### src/rtl/fetch_ctrl.sv
// ---------------------------------------------------------------------------
// fetch_ctrl -- instruction fetch stage controller with IF/ID register.
//
// Issues one instruction-memory read at a time, places the returned word in
// the IF/ID register (instd/pcd/pc4d/validd) and handles decode back-pressure
// through a one-entry skid buffer. Branch/jump redirects from EX discard any
// in-flight response and restart fetch at the (word-aligned) target.
//
// Parameters:
//   RESET_PC   first fetch address after reset
//   NOP_INST   value presented on instd while IF/ID holds no instruction
//
// Ports:
//   clk, rst          clock (rising edge) and asynchronous active-high reset
//   pcsrce, pctargete redirect request and target from EX
//   d_stall           decode holds the IF/ID register this cycle
//   imem_req/addr     read request (single cycle) and address
//   imem_rvalid/rdata read response (single cycle, latency >= 1)
//   instd/pcd/pc4d    IF/ID instruction, its PC and PC+4
//   validd            IF/ID holds a live instruction
//   perf_stall_cnt    cycles with a valid instruction stalled in IF/ID
//   perf_flush_cnt    cycles with a redirect outside reset
//
// Configuration macro: FETCH_PERF_EN -- when defined, the performance
// counters are built (saturating); otherwise both counter ports read 0.
// ---------------------------------------------------------------------------
module fetch_ctrl #(
    parameter logic [31:0] RESET_PC = 32'h00000000,
    parameter logic [31:0] NOP_INST = 32'h00000013
) (
    input  logic        clk,
    input  logic        rst,
    input  logic        pcsrce,
    input  logic [31:0] pctargete,
    input  logic        d_stall,
    output logic        imem_req,
    output logic [31:0] imem_addr,
    input  logic        imem_rvalid,
    input  logic [31:0] imem_rdata,
    output logic [31:0] instd,
    output logic [31:0] pcd,
    output logic [31:0] pc4d,
    output logic        validd,
    output logic [31:0] perf_stall_cnt,
    output logic [31:0] perf_flush_cnt
);

    typedef enum logic [2:0] {
        ST_RST     = 3'd0,
        ST_FETCH   = 3'd1,
        ST_WAIT    = 3'd2,
        ST_HOLD    = 3'd3,
        ST_DISCARD = 3'd4
    } state_t;

    state_t      state_r;
    state_t      state_s;
    logic [31:0] pc_r;
    logic [31:0] pc_s;
    logic [31:0] pc_plus4_s;
    logic [31:0] redirect_pc_s;
    logic        redirect_s;
    logic        free_s;

    // The skid buffer only holds the instruction word: while in HOLD the PC
    // has not advanced yet, so pc_r is the buffered word's address.
    logic [31:0] buf_inst_r;
    logic [31:0] buf_inst_s;

    logic        load_s;
    logic [31:0] load_inst_s;

    logic [31:0] instd_r;
    logic [31:0] instd_s;
    logic [31:0] pcd_r;
    logic [31:0] pcd_s;
    logic [31:0] pc4d_r;
    logic [31:0] pc4d_s;
    logic        validd_r;
    logic        validd_s;

    assign pc_plus4_s    = pc_r + 32'd4;
    assign redirect_pc_s = {pctargete[31:2], 2'b00};
    assign redirect_s    = pcsrce & (state_r != ST_RST);
    assign free_s        = ~validd_r | ~d_stall;

    // Next-state, PC, skid buffer and IF/ID next values.
    always_comb begin
        state_s     = state_r;
        pc_s        = pc_r;
        buf_inst_s  = buf_inst_r;
        load_s      = 1'b0;
        load_inst_s = imem_rdata;

        case (state_r)
            ST_RST: begin
                state_s = ST_FETCH;
            end
            ST_FETCH: begin
                if (pcsrce) begin
                    pc_s    = redirect_pc_s;
                    state_s = ST_DISCARD;
                end else begin
                    state_s = ST_WAIT;
                end
            end
            ST_WAIT: begin
                if (pcsrce) begin
                    pc_s = redirect_pc_s;
                    // A response arriving with the redirect is the stale one;
                    // nothing is left in flight, so fetch can restart now.
                    if (imem_rvalid) begin
                        state_s = ST_FETCH;
                    end else begin
                        state_s = ST_DISCARD;
                    end
                end else if (imem_rvalid) begin
                    if (free_s) begin
                        load_s      = 1'b1;
                        load_inst_s = imem_rdata;
                        pc_s        = pc_plus4_s;
                        state_s     = ST_FETCH;
                    end else begin
                        buf_inst_s = imem_rdata;
                        state_s    = ST_HOLD;
                    end
                end else begin
                    state_s = ST_WAIT;
                end
            end
            ST_HOLD: begin
                if (pcsrce) begin
                    pc_s    = redirect_pc_s;
                    state_s = ST_FETCH;
                end else if (free_s) begin
                    load_s      = 1'b1;
                    load_inst_s = buf_inst_r;
                    pc_s        = pc_plus4_s;
                    state_s     = ST_FETCH;
                end else begin
                    state_s = ST_HOLD;
                end
            end
            ST_DISCARD: begin
                if (pcsrce) begin
                    pc_s = redirect_pc_s;
                end else begin
                    pc_s = pc_r;
                end
                // The awaited stale response ends the discard even if a new
                // redirect lands in the same cycle; otherwise fetch would
                // wait forever for a second response that never comes.
                if (imem_rvalid) begin
                    state_s = ST_FETCH;
                end else begin
                    state_s = ST_DISCARD;
                end
            end
            default: begin
                state_s = ST_RST;
            end
        endcase

        pcd_s  = pcd_r;
        pc4d_s = pc4d_r;
        if (load_s) begin
            validd_s = 1'b1;
            instd_s  = load_inst_s;
            pcd_s    = pc_r;
            pc4d_s   = pc_plus4_s;
        end else if (redirect_s || !(validd_r && d_stall)) begin
            // Redirect flushes regardless of d_stall; otherwise the entry is
            // consumed (or was already empty) and the NOP is presented.
            validd_s = 1'b0;
            instd_s  = NOP_INST;
        end else begin
            validd_s = 1'b1;
            instd_s  = instd_r;
        end
    end

    // State, PC, skid buffer and IF/ID registers.
    always_ff @(posedge clk or posedge rst) begin
        if (rst) begin
            state_r    <= ST_RST;
            pc_r       <= RESET_PC;
            buf_inst_r <= NOP_INST;
            instd_r    <= NOP_INST;
            pcd_r      <= 32'h00000000;
            pc4d_r     <= 32'h00000000;
            validd_r   <= 1'b0;
        end else begin
            state_r    <= state_s;
            pc_r       <= pc_s;
            buf_inst_r <= buf_inst_s;
            instd_r    <= instd_s;
            pcd_r      <= pcd_s;
            pc4d_r     <= pc4d_s;
            validd_r   <= validd_s;
        end
    end

    assign imem_req  = (state_r == ST_FETCH);
    assign imem_addr = pc_r;
    assign instd     = instd_r;
    assign pcd       = pcd_r;
    assign pc4d      = pc4d_r;
    assign validd    = validd_r;

`ifdef FETCH_PERF_EN
    logic [31:0] stall_cnt_r;
    logic [31:0] flush_cnt_r;

    // Saturating performance counters.
    always_ff @(posedge clk or posedge rst) begin
        if (rst) begin
            stall_cnt_r <= 32'h00000000;
            flush_cnt_r <= 32'h00000000;
        end else begin
            if (validd_r && d_stall && (stall_cnt_r != 32'hFFFFFFFF)) begin
                stall_cnt_r <= stall_cnt_r + 32'd1;
            end else begin
                stall_cnt_r <= stall_cnt_r;
            end
            if (redirect_s && (flush_cnt_r != 32'hFFFFFFFF)) begin
                flush_cnt_r <= flush_cnt_r + 32'd1;
            end else begin
                flush_cnt_r <= flush_cnt_r;
            end
        end
    end

    assign perf_stall_cnt = stall_cnt_r;
    assign perf_flush_cnt = flush_cnt_r;
`else
    assign perf_stall_cnt = 32'h00000000;
    assign perf_flush_cnt = 32'h00000000;
`endif

endmodule

### config.mk
export PLATFORM = sky130hd
export DESIGN_NAME = fetch_ctrl
export DESIGN_NICKNAME = d
export VERILOG_FILES = /design/src/rtl/fetch_ctrl.sv
export SDC_FILE = /design/constraint.sdc
export NUM_CORES = 1
export LEC_CHECK = 0
export BUFFER_PORTS_ARGS = -buffer_cell sky130_fd_sc_hd__buf_2
export CAP_MARGIN = 0
export CORE_UTILIZATION = 38
export DETAILED_ROUTE_END_ITERATION = 10
export GPL_ROUTABILITY_DRIVEN = 1
export GPL_TIMING_DRIVEN = 0
export PLACE_DENSITY = 0.66
export SETUP_SLACK_MARGIN = 0.4
export SLEW_MARGIN = 20
export SYNTH_ARGS = -nofsm -noshare
export SYNTH_HDL_FRONTEND = slang
export SYNTH_SLANG_ARGS = --single-unit
### constraint.sdc
create_clock -name clk -period 4.3 [get_ports clk]
set_input_delay 0.43 -clock clk [delete_from_list [all_inputs] [get_ports clk]]
set_output_delay 0.43 -clock clk [all_outputs]
set_load 0.01 [all_outputs]
# Word level (Yosys, flattened, before mapping)
# Cells that the tools add are included.
dict set report totals {
  ff_bits 164
}
dict set report classes {
  n_addsub 1
  eq_ne 6
  n_mux 25
  bitwise_logic 5
  n_reduce_logical 10
}
# cell count
set ops {}
lappend ops {{32-bit 2-to-1 mux} 10}
lappend ops {{32-bit case mux with 3 select lines} 1}
lappend ops {{32-bit by 3-bit adder with 32-bit output, second input constant} 1}
lappend ops {{3-bit case mux with 5 select lines} 1}
lappend ops {{3-bit 2-to-1 mux} 3}
lappend ops {{3-bit by 2-bit equality test with 1-bit output, second input constant} 2}
lappend ops {{1-bit 2-to-1 mux} 6}
lappend ops {{2-bit 2-to-1 mux} 3}
lappend ops {{3-bit AND reduction} 2}
lappend ops {{3-bit nonzero test} 2}
lappend ops {{3-bit by 1-bit equality test with 1-bit output, second input constant} 1}
lappend ops {{3-bit equality test, second input constant} 1}
lappend ops {{3-bit zero test} 1}
lappend ops {{3-bit inequality test, second input constant} 1}
lappend ops {{1-bit NOT} 3}
lappend ops {{2-bit by 1-bit inequality test with 1-bit output, second input constant} 1}
lappend ops {{1-bit case mux with 2 select lines} 1}
lappend ops {{2-bit nonzero test} 1}
lappend ops {{2-bit OR reduction} 1}
lappend ops {{1-bit bitwise AND} 1}
lappend ops {{1-bit logical AND} 1}
lappend ops {{1-bit zero test} 1}
lappend ops {{1-bit logical OR} 1}
lappend ops {{1-bit bitwise OR} 1}

# Depth between registers and ports, before layout
# Gate-level depths: netlist of run 1.
dict set report depth {
  depth_word 7
  ltp_mapped 8
  depth_no_buf 6
}

# Worst setup path before layout of run 1
# No wires, ideal clock.
dict set report synth_timing {
  path_kind {in2reg}
  from {input port pcsrce}
  to {register instd_r[22], in the netlist instd[22]}
  setup_time_ps 134
  arrival_ps 1962
  t_required_ps 4166
  setup_slack_ps 2204
  path_stages 7
  path_buffers 3
  path_cell_list {clkbuf_1 -> or3_1 -> or3b_2 -> clkbuf_1 -> buf_2 -> mux2i_1 -> o21ai_0}
}
dict set report synth_via {
  elab_chain_len 3
  elab_cells_between_ends 9
  cone_classes {mux (6); bitwise (1); reduce/logical (2)}
}
# item line
set synth_lines {}
lappend synth_lines {{from (decl)} 33} ;# input logic pcsrce,
lappend synth_lines {{1-bit 2-to-1 mux, or another cell as far along} 132} ;# if (pcsrce) begin
lappend synth_lines {{1-bit case mux with 2 select lines, or another cell as far along} 95} ;# case (state_r)
lappend synth_lines {{32-bit 2-to-1 mux / 2-bit nonzero test (equally long branches)} -}
lappend synth_lines {{to (signal assigned)} 196} ;# instd_r <= instd_s;
lappend synth_lines {{to (decl)} 73} ;# logic [31:0] instd_r;
# Parallel ways exist; a longest one is shown, timed or not.
# A chain may end at the register's enable or synchronous reset.

# Worst setup path after layout of run 1
dict set report layout_timing {
  from {register state_r[2]}
  to {register pc_r[2], in the netlist imem_addr[2]}
}
dict set report layout_via {
  elab_chain_len 4
  elab_cells_between_ends 10
  cone_classes {eq/ne (6); mux (1); reduce/logical (3)}
}
# item line
set layout_lines {}
lappend layout_lines {{from (decl)} 56} ;# state_t state_r;
lappend layout_lines {{from (signal assigned)} 193} ;# state_r <= state_s;
lappend layout_lines {{3-bit by 1-bit equality test with 1-bit output / 3-bit equality test (equally long branches)} 95}
lappend layout_lines {{2-bit OR reduction (no line)} -}
lappend layout_lines {{2-bit by 1-bit inequality test with 1-bit output (no line) / 3-bit nonzero test (equally long branches)} -}
lappend layout_lines {{3-bit AND reduction (no line)} -}
lappend layout_lines {{to (signal assigned)} 194} ;# pc_r <= pc_s;
lappend layout_lines {{to (decl)} 58} ;# logic [31:0] pc_r;
# Parallel ways exist; a longest one is shown, timed or not.

==> impl_metrics.yaml, run 1 <==
final_layout:
  fillers: 1916
  diodes: 0
  fin_cells: 1380
  fin_area_sq_um: 10200
  area_growth_pct: 30.1
  multi_input_comb_area_sq_um: 3330
  drive_gt1_share_pct: 32.7
  finish.net_count: 1167
  seqCellArea_sq_um: 3960
die:
  die_w_microns: 145
  coreArea_sq_um: 20200
  die_h_microns: 145
  start_util_pct: 38.7
  dieArea_sq_um: 21100
  pin_count: 263
  placementRows: 52
placed_design:
  port_buffers: 189
  dp_cells: 1347
  gp_congestion: 0.840
  dpl.hpwl_microns: 16500
  place_area_sq_um: 9510
global_route:
  grt_pass1_wl_microns: 35300
  track_usage_pct: 21.4
  antenna_found_initial: 0
  grt_pass1_vias: 6405
  overflow: 0
  grt_max_degree: 33
logic_synthesis:
  ys_types: 51
  synth_area_leaders: "dfrtp_1 49%, nand2_1 8.7%, buf_4 6.7%, mux2_2 4.6%, o21ai_0 4.5%"
  ys_ff_latch: 158
  synth_area_leader_cell: "dfrtp_1"
  syn-cell-area_sq_um: 7810
  syn_inst: 813
  synthFlopType: "dfrtp_1"
  async_flop_share_pct: 100
  synth-edff-count: 0
  synth_top_area_share_pct: 48.7
  ys_seq_area_share_pct: 50.7
  avgSynthCellArea_sq_um: 9.61
  ys_warn_count: 0
worst_setup_path:
  worstPathArrival_ns: 2.97
  startpoint_type: "flop"
  reg2reg_to: "imem_addr[2]"
  cp_top_family: "compound AO/OA/AOI/OAI gates"
  path_depth: 6
  path_class: "flop to flop"
  critPathMaxFanout: 10
  crit_path_max_incr_delay_ns: 0.78
  cp_slowest_cell: "o221ai_1"
  cp-end-kind: "flop"
  path_cells: "clkbuf_1 -> nand2b_1 -> o221ai_1 -> clkbuf_1 -> o21ai_0 -> mux2i_1"
  worstPathRequired_ns: 4.64
  r2r_slack_ns: 1.67
  critical_path_buf_inv_count: 2
  r2r-start: "state_r[2]"
  cp_common_cell: "clkbuf_1"
  r2r_cells: 6
clock_network:
  cts-root-buf: "clkbuf_16"
  cts-hold-fix-buffers: 1
  cts_buffer_depth: 2
  clkSinkCount: 158
  cts.clk_slew.worst_paths_ns: 0.07
  cts_buffers: 17
  cts_resized: 0
  cts_setup_buffers: 0
  cts_tree: "done"
  h-tree-depth: 4
  clk_latency_ns: 0.44
timing:
  finalCritPeriodShare_pct: 61.1
  fin_tns_setup_ns: 0
  slew_headroom_pct: 34.1
  period_minus_slack_ns: 2.63
  fmax_mhz: 381
  finalHoldViolCount: 0
  finalSetupViolCount: 0
  skew_ns: 0.0147
  holdWs_ns: 0.239
  worstMarginPinSlew_ns: 0.988
  slew_violations: 0
  rsz0062_at_grt: "false"
worst_hold_path:
  hold_class: "primary input to flop"
  hp-start: "imem_rdata[18]"
  hold_end: "buf_inst_r[18]"
  worstHoldPathCells: 2
power:
  p_leak_nw: 5.32
  pwr-share-seq_pct: 35.8
  power.switching_mw: 2.66
  clock_power_share_pct: 25.1
  cellPowerDensity_nw_per_um2: 646
  switching_share_pct: 40.5
  irDropWorstVdd_mv: 0.345
  p_int_mw: 3.90
  comb_power_share_pct: 39.1
job:
  drv_cap: 0
routing:
  viasPerCell: 4.85
  drt_first_pass_iters: 5
  drt_iter0_drc: 379
  drcViolationCount: 0
  vias: 6692
  ant_nets: 0
  wl_per_cell_microns: 16.1
  wl_microns: 22200
status:
  status: "finished clean"
==> cell type report <==
cell class / instances / area share [%]
Multi-Input combinational cell: 590 / 32.8
Buffer: 126 / 7.43
Timing Repair Buffer: 196 / 10.8
Sequential cell: 158 / 39.0
Clock inverter: 15 / 2.14
Clock buffer: 17 / 4.19
Tap cell: 270 / 3.33
Inverter: 8 / 0.333
==> cells in the final DEF, fill, tap and decap left out, drive strengths merged, types with 4 or more instances in the layout <==
master	instances
and4	5
xor2	18
nor3	7
xnor2	11
nor4	6
conb	70
a21oi	42
dfrtp	152
nand4	11
a2bb2oi	9
inv	15
nor2	17
buf	280
o22ai	18
o2bb2a	4
mux2	32
mux2i	33
o21ai	77
nand3	14
dfstp	6
clkbuf	58
nand2	182
or4	4
==> per-stage QoR <==
stage | setup WS [ns] | utilization (%) | power (mW)
2_1_floorplan | 1.87 | - | 3.88
3_3_place_gp | 0.741 | 46.4 | 4.87
3_5_place_dp | 1.59 | 47.1 | 4.93
4_1_cts | 1.66 | 50.4 | 6.60
5_1_grt | 1.40 | 50.4 | 6.99
6_report | 1.67 | 50.4 | 6.56
==> registers in the layout, summed over array words and instances (netlist names) <==
| signal | flops |
|---|---|
| pc4d | 30 |
| validd | 1 |
| buf_inst_r | 32 |
| imem_addr | 30 |
| state_r | 3 |
| instd | 32 |
| pcd | 30 |
==> power groups by stage <==
| stage | combinational [mW] | clock, mW | sequential, mW |
|---|---|---|---|
| floorplan | 1.37 | 0 | 2.51 |
| global placement | 2.51 | 0 | 2.35 |
| detailed placement | 2.56 | 0 | 2.37 |
| CTS | 2.57 | 1.68 | 2.35 |
| global route | 2.85 | 1.73 | 2.41 |
| finish | 2.57 | 1.64 | 2.35 |
==> logic make-up after synthesis <==
logic type,after synthesis,synth area share (%)
buffers and inverters,134,10.0
flip-flops,158,50.7
XOR/XNOR,29,3.25
AO/OA/AOI/OAI,165,12.2
adder cells (fa/ha/maj),1,0.160
AND/OR/NAND/NOR,260,14.7
other,1,0.0480
multiplexers,65,8.84
==> per-layer routing <==
metal,wire length (microns),track usage [%]
met4,261,5.53
met2,10500,34.2
met1,9840,29.4
met5,0,0
met3,1650,4.95
==> Yosys cell counts (7+ instances only) <==
cell type and instances:
nand2_1 182, dfrtp_1 152, buf_4 70, o21ai_0 70
a21oi_1 41, clkbuf_1 39, mux2i_1 33, mux2_2 32
o22ai_1 18, xor2_1 18, nor2_1 17, nand3_1 14
buf_2 13, xnor2_1 11, nand4_1 10, a2bb2oi_1 9
inv_1 8, nor3_1 7, o21ai_1 7
==> worst max path at each step <==
stage / startpoint / to
6_report: state_r[2] / imem_addr[2]
5_1_grt: state_r[0] / pcd[8]
4_1_cts: state_r[0] / pcd[8]
3_5_place_dp: d_stall / imem_addr[2]
3_3_place_gp: rst / pcd[25]
2_1_floorplan: rst / buf_inst_r[10]
No activity file was read; power rests on OpenSTA's default activity.
==> run 2: changes to the inputs <==
--- a/config.mk
+++ b/config.mk
@@ -11,7 +11,6 @@
 export DETAILED_ROUTE_END_ITERATION = 10
 export GPL_ROUTABILITY_DRIVEN = 1
 export GPL_TIMING_DRIVEN = 0
-export PLACE_DENSITY = 0.66
 export SETUP_SLACK_MARGIN = 0.4
 export SLEW_MARGIN = 20
 export SYNTH_ARGS = -nofsm -noshare
==> constraint.sdc (replaced) <==
create_clock -name clk -period 2.6 [get_ports clk]
set_input_delay 0.26 -clock clk [delete_from_list [all_inputs] [get_ports clk]]
set_output_delay 0.26 -clock clk [all_outputs]
set_load 0.01 [all_outputs]
==> run 2 against run 1 <==
  * Hold slack got worse by 0.17 ns
  * Critical endpoint is now imem_addr[27]
  * Combinational power up 73%
  * Largest power group unchanged
  * Highest routed layer unchanged
  * Global-route usage increased by 0.19 points
  * Via count fell by 0.54%
  * Clock-buffer cell count did not move
  * Die area did not move
  * Design area grew 1.9%
==> impl_metrics.yaml, run 2 (synthesized netlist as in run 1, its figures left out) <==
status:
  status: "finished clean"
final_layout:
  drive_gt1_share_pct: 37.1
  fin_cells: 1390
  finish.net_count: 1176
  layout_common_cells: "204 x buf_2, 181 x nand2_1, 149 x dfrtp_1"
  area_growth_pct: 32.6
  layout_commonest_cell: "buf_2"
power:
  power_mw: 10.8
  switching_share_pct: 41.7
  p_int_mw: 6.32
  pwr-share-seq_pct: 36.1
  clock_power_share_pct: 23.0
  p_leak_nw: 5.44
  comb_power_share_pct: 40.9
  cellPowerDensity_nw_per_um2: 1050
  irDropWorstVdd_mv: 0.635
  power.switching_mw: 4.52
worst_setup_path:
  worstPathArrival_ns: 2.43
  path_class: "flop to flop"
  critical_path_buf_inv_count: 1
  cp_slowest_cell: "or4_4"
  path_cells: "buf_2 -> nand4_1 -> or2_2 -> or4_4 -> o22ai_1 -> o2bb2a_1"
  worstPathRequired_ns: 2.91
  startpoint_type: "flop"
  cp_top_family: "simple AND/OR/NAND/NOR gates"
  cp-end-kind: "flop"
  critPathMaxFanout: 9
  crit_path_max_incr_delay_ns: 0.56
die:
  die_h_microns: 145
  coreArea_sq_um: 20200
  pin_count: 263
  start_util_pct: 38.7
  die_w_microns: 145
  placementRows: 52
  dieArea_sq_um: 21100
global_route:
  grt_max_degree: 34
  track_usage_pct: 21.6
  antenna_found_initial: 1
  grt_pass1_vias: 6417
  overflow: 0
  grt_pass1_wl_microns: 35200
timing:
  finalCritPeriodShare_pct: 81.3
  slew_headroom_pct: 59.8
  slew_violations: 0
  worstMarginPinSlew_ns: 0.603
  period_minus_slack_ns: 2.11
  finalHoldViolCount: 0
  skew_ns: 0.0110
  finalSetupViolCount: 0
  rsz0062_at_grt: "true"
  fmax_mhz: 473
  fin_tns_setup_ns: 0
clock_network:
  clk_latency_ns: 0.43
  cts_tree: "done"
  clkSinkCount: 158
  cts_buffer_depth: 2
  cts.clk_slew.worst_paths_ns: 0.07
  h-tree-depth: 4
  cts-root-buf: "clkbuf_16"
  cts_buffers: 17
routing:
  ant_nets: 0
  viasPerCell: 4.79
  drt_first_pass_iters: 5
  wl_microns: 22200
  wl_per_cell_microns: 16.0
  drcViolationCount: 0
  vias: 6656
  drt_iter0_drc: 384
placed_design:
  dpl.hpwl_microns: 16400
  port_buffers: 189
  gp_congestion: 0.825
  dp_cells: 1347
worst_hold_path:
  hold_class: "primary input to flop"
job:
  drv_cap: 0
[run 2: power groups by stage]
stage               registers (mW)  clock network [mW]  logic (mW)
CTS                           3.89                2.53        4.32
finish                        3.92                2.49        4.44
global route                  4.02                2.63        4.88
floorplan                     4.15                   0        2.27
detailed placement            3.92                   0        4.24
global placement              3.90                   0        4.17
[run 2: final timing paths]
kind	from	endpoint	slack [ns]	cells past startpoint
max	imem_addr[17]	imem_addr[27]	0.49	6
min	imem_rdata[13]	buf_inst_r[13]	0.07	2
max reg2reg	imem_addr[17]	imem_addr[27]	0.49	6
min reg2reg	pcd[9]	pcd[9]	0.47	2
max in group asynchronous	rst	imem_addr[24]	1.21	7
min in group asynchronous	rst	instd[23]	0.35	3
[run 2: worst register-to-register path, stage by stage, from the launching register on]
cell and delay (ns):
dfrtp_1 0.35, buf_2 0.22, nand4_1 0.17, or2_2 0.36, or4_4 0.56, o22ai_1 0.11, o2bb2a_1 0.22
[run 2: area by class of cell]
| class | instances | area, sq um |
|---|---|---|
| Antenna cell | 1 | 2.50 |
| Buffer | 126 | 820 |
| Clock buffer | 17 | 425 |
| Clock inverter | 15 | 174 |
| Fill cell | 1963 | 9820 |
| Inverter | 8 | 33.8 |
| Multi-Input combinational cell | 590 | 3440 |
| Sequential cell | 158 | 3970 |
| Tap cell | 270 | 338 |
| Timing Repair Buffer | 205 | 1150 |
[run 2: timing repair]
action | CTS | global route
hold endpoints to repair | 13 | 0
gates resized for setup | 28 | 52
setup endpoints to repair | 121 | 149
hold buffers | 1 | 0
pin swaps | 2 | 3
cloned | 0 | 0
setup buffers | 5 | 4
[run 2: metal layers]
layer | wire, microns | track usage [%]
met1 | 9930 | 29.7
met5 | 0 | 0
met4 | 261 | 5.37
met3 | 1540 | 5.45
met2 | 10500 | 34.3
[run 2: metrics by stage]
stage | area (sq um) | hold slack, ns | util [%] | setup slack [ns]
floorplan | 8070 | 0.357 | - | 0.344
global placement | 9360 | 0.457 | 46.4 | -0.786
detailed placement | 9490 | 0.248 | 47.1 | 0.0309
CTS | 10200 | 0.0583 | 50.6 | 0.383
global route | 10300 | 0.0565 | 51.3 | 0.387
finish | 10400 | 0.0717 | 51.3 | 0.486
==> run 3: changes to the inputs <==
--- a/config.mk
+++ b/config.mk
@@ -5,6 +5,7 @@
 export SDC_FILE = /design/constraint.sdc
 export NUM_CORES = 1
 export LEC_CHECK = 0
+export ABC_AREA = 1
 export BUFFER_PORTS_ARGS = -buffer_cell sky130_fd_sc_hd__buf_2
 export CAP_MARGIN = 0
 export CORE_UTILIZATION = 38
==> constraint.sdc (replaced) <==
create_clock -name clk -period 1.9 [get_ports clk]
set_input_delay 0.19 -clock clk [delete_from_list [all_inputs] [get_ports clk]]
set_output_delay 0.19 -clock clk [all_outputs]
set_load 0.01 [all_outputs]
==> run 3 against run 2 <==
  * Fmax grew 30%
  * Routed wire length is 26% higher
  * Die area is 7.5% higher
  * Worst setup slack worse by 0.22 ns
  * Cell count grew 27%
  * Sequential power increased by 47%
  * Clock power grew 34%
  * First-iteration DRC count is 31% higher
  * Clock-buffer cell count grew 2
  * Non-clock buffer count is 56 higher
==> impl_metrics.yaml, run 3 <==
power:
  p_int_mw: 10.7
  switching_share_pct: 42.8
  power_mw: 18.7
  p_leak_nw: 6.39
  pwr-share-seq_pct: 31.0
  comb_power_share_pct: 51.1
  cellPowerDensity_nw_per_um2: 1480
  clock_power_share_pct: 17.9
  power.switching_mw: 7.98
  irDropWorstVdd_mv: 0.860
routing:
  drcViolationCount: 0
  drt_first_pass_iters: 5
  wl_microns: 27900
  drt_iter0_drc: 502
  viasPerCell: 4.71
  vias: 8321
  wl_per_cell_microns: 15.8
  ant_nets: 0
logic_synthesis:
  ys_seq_area_share_pct: 47.1
  synth_area_leader_cell: "dfrtp_1"
  synth.most_common_cell: "nand2_1"
  synth_area_leaders: "dfrtp_1 45%, nand2_1 16%, o21ai_0 6.6%, buf_4 6.3%, inv_1 4.8%"
  synthFlopType: "dfrtp_1"
  avgSynthCellArea_sq_um: 7.55
  ys_types: 30
  synth_commonest_cells: "363 x nand2_1, 152 x dfrtp_1, 111 x o21ai_0"
  syn_inst: 1114
  async_flop_share_pct: 100
  synth_top_area_share_pct: 45.3
  syn-cell-area_sq_um: 8410
  ys_ff_latch: 158
  ys_warn_count: 0
  synth-edff-count: 0
placed_design:
  place_area_sq_um: 10100
  port_buffers: 190
  dpl.hpwl_microns: 18800
  dp_cells: 1658
  gp_congestion: 0.937
worst_setup_path:
  cp-end-kind: "flop"
  startpoint_type: "flop"
  path_class: "flop to flop"
  r2r_slack_ns: 0.27
  critPathMaxFanout: 8
  worstPathArrival_ns: 1.94
  worstPathRequired_ns: 2.20
final_layout:
  layout_commonest_cell: "nand2_1"
  drive_gt1_share_pct: 43.1
  finish.net_count: 1542
  area_growth_pct: 50.1
  fin_area_sq_um: 12600
  diodes: 0
  fin_cells: 1765
  layout_common_cells: "308 x nand2_1, 195 x buf_2, 131 x dfrtp_1"
clock_network:
  cts_buffers: 17
  clkSinkCount: 158
  cts-root-buf: "clkbuf_16"
  h-tree-depth: 4
  cts.clk_slew.worst_paths_ns: 0.07
  cts_buffer_depth: 2
  cts_tree: "done"
  clk_latency_ns: 0.43
die:
  start_util_pct: 38.6
  placementRows: 54
  die_h_microns: 151
  coreArea_sq_um: 21800
  die_w_microns: 151
  pin_count: 263
  dieArea_sq_um: 22700
job:
  drv_cap: 0
global_route:
  track_usage_pct: 23.6
  grt_max_degree: 31
  antenna_found_initial: 1
  grt_pass1_vias: 7462
  grt_pass1_wl_microns: 40700
  overflow: 0
timing:
  finalHoldViolCount: 0
  rsz0062_at_grt: "true"
  period_minus_slack_ns: 1.63
  worstMarginPinSlew_ns: 0.584
  skew_ns: 0.0152
  finalCritPeriodShare_pct: 85.9
  finalSetupViolCount: 0
  slew_headroom_pct: 60.9
  slew_violations: 0
  fmax_mhz: 613
worst_hold_path:
  hold_class: "primary input to flop"
status:
  status: "finished clean"
## run 3: cell types whose count changed in the layout (fill, tap and decap cells not counted), sizes merged, moves of 33 or more
cell / before / now
nand3: 14 / 52
inv: 13 / 118
a21oi: 42 / 2
mux2i: 33 / 0
nand2: 182 / 363
nor2: 17 / 70
o21ai: 77 / 143
buf: 294 / 363
or2: 3 / 38
## run 3: timing repair
item	4_1_cts	5_1_grt
gates resized for setup	213	234
pin swaps	19	34
endpoints found under the hold margin	20	0
gates cloned	3	15
setup buffers	42	14
endpoints found under the setup margin	156	186
hold buffers	1	0
## run 3: layer usage
metal / vias up / wire (microns) / track usage (%)
met5: - / 8 / 0
met4: 2 / 560 / 7.00
met3: 40 / 1940 / 5.39
met2: 319 / 13600 / 38.4
met1: 3842 / 11900 / 31.1
li1: 4118 / - / -
## run 3: final cells by class
cell class,count,area (sq um)
well taps,280,350
inverters,112,448
repair buffers,268,1940
clock buffers,19,443
flip-flops and latches,158,3990
plain buffers,119,1090
multi-input cells,794,4210
repair inverters,2,25.0
clock inverters,13,123
fillers,1975,9140
## run 3: power groups by stage
| stage | clock network (mW) | logic [mW] | registers [mW] |
|---|---|---|---|
| after floorplan | 0 | 3.65 | 5.87 |
| after global placement | 0 | 6.34 | 5.61 |
| after detailed placement | 0 | 6.46 | 5.62 |
| after CTS | 3.40 | 7.81 | 5.56 |
| after global routing | 3.54 | 10.4 | 5.93 |
| final | 3.34 | 9.53 | 5.77 |
## run 3: stage by stage
stage	setup slack [ns]	util, %	hold slack (ns)	setup TNS (ns)
3_5_place_dp	-0.176	46.3	0.270	-2.39
4_1_cts	0.320	53.0	0.0193	0
3_3_place_gp	-1.45	45.9	0.452	-224.08
6_report	0.268	58.0	0.0390	0
2_1_floorplan	-0.286	-	0.299	-43.47
5_1_grt	0.217	58.0	0.0415	0
## run 3: final timing paths
kind / from / to / cells past startpoint
worst max-delay path: state_r[2] / pc4d[10] / 11
worst min-delay path: imem_rdata[17] / instd[17] / 3
worst max register to register: state_r[2] / pc4d[10] / 11
worst min register to register: pcd[2] / pcd[2] / 2
max in group asynchronous: rst / imem_addr[14] / 6
min in group asynchronous: rst / imem_addr[9] / 3
## run 3: cell families (layout without fill, tap and decap cells)
kind of cell / after synthesis / count (layout) / synth area share (%)
fa+ha+maj: 1 / 1 / 0.149
compound gates: 186 / 186 / 12.1
buf+inv: 231 / 533 / 13.9
flops: 158 / 158 / 47.1
other cells: 1 / 70 / 0.0446
xor+xnor: 8 / 8 / 0.834
simple gates: 529 / 529 / 25.8
## run 3: worst max-delay path, stage by stage, from the launching register on
cell and delay, ns:
dfrtp_1 0.40, inv_2 0.11, nand2_4 0.08, inv_4 0.07
o21ai_4 0.07, nor3_4 0.17, buf_6 0.18, buf_12 0.13
inv_16 0.05, clkbuf_16 0.16, nand2_2 0.05, o21ai_1 0.05
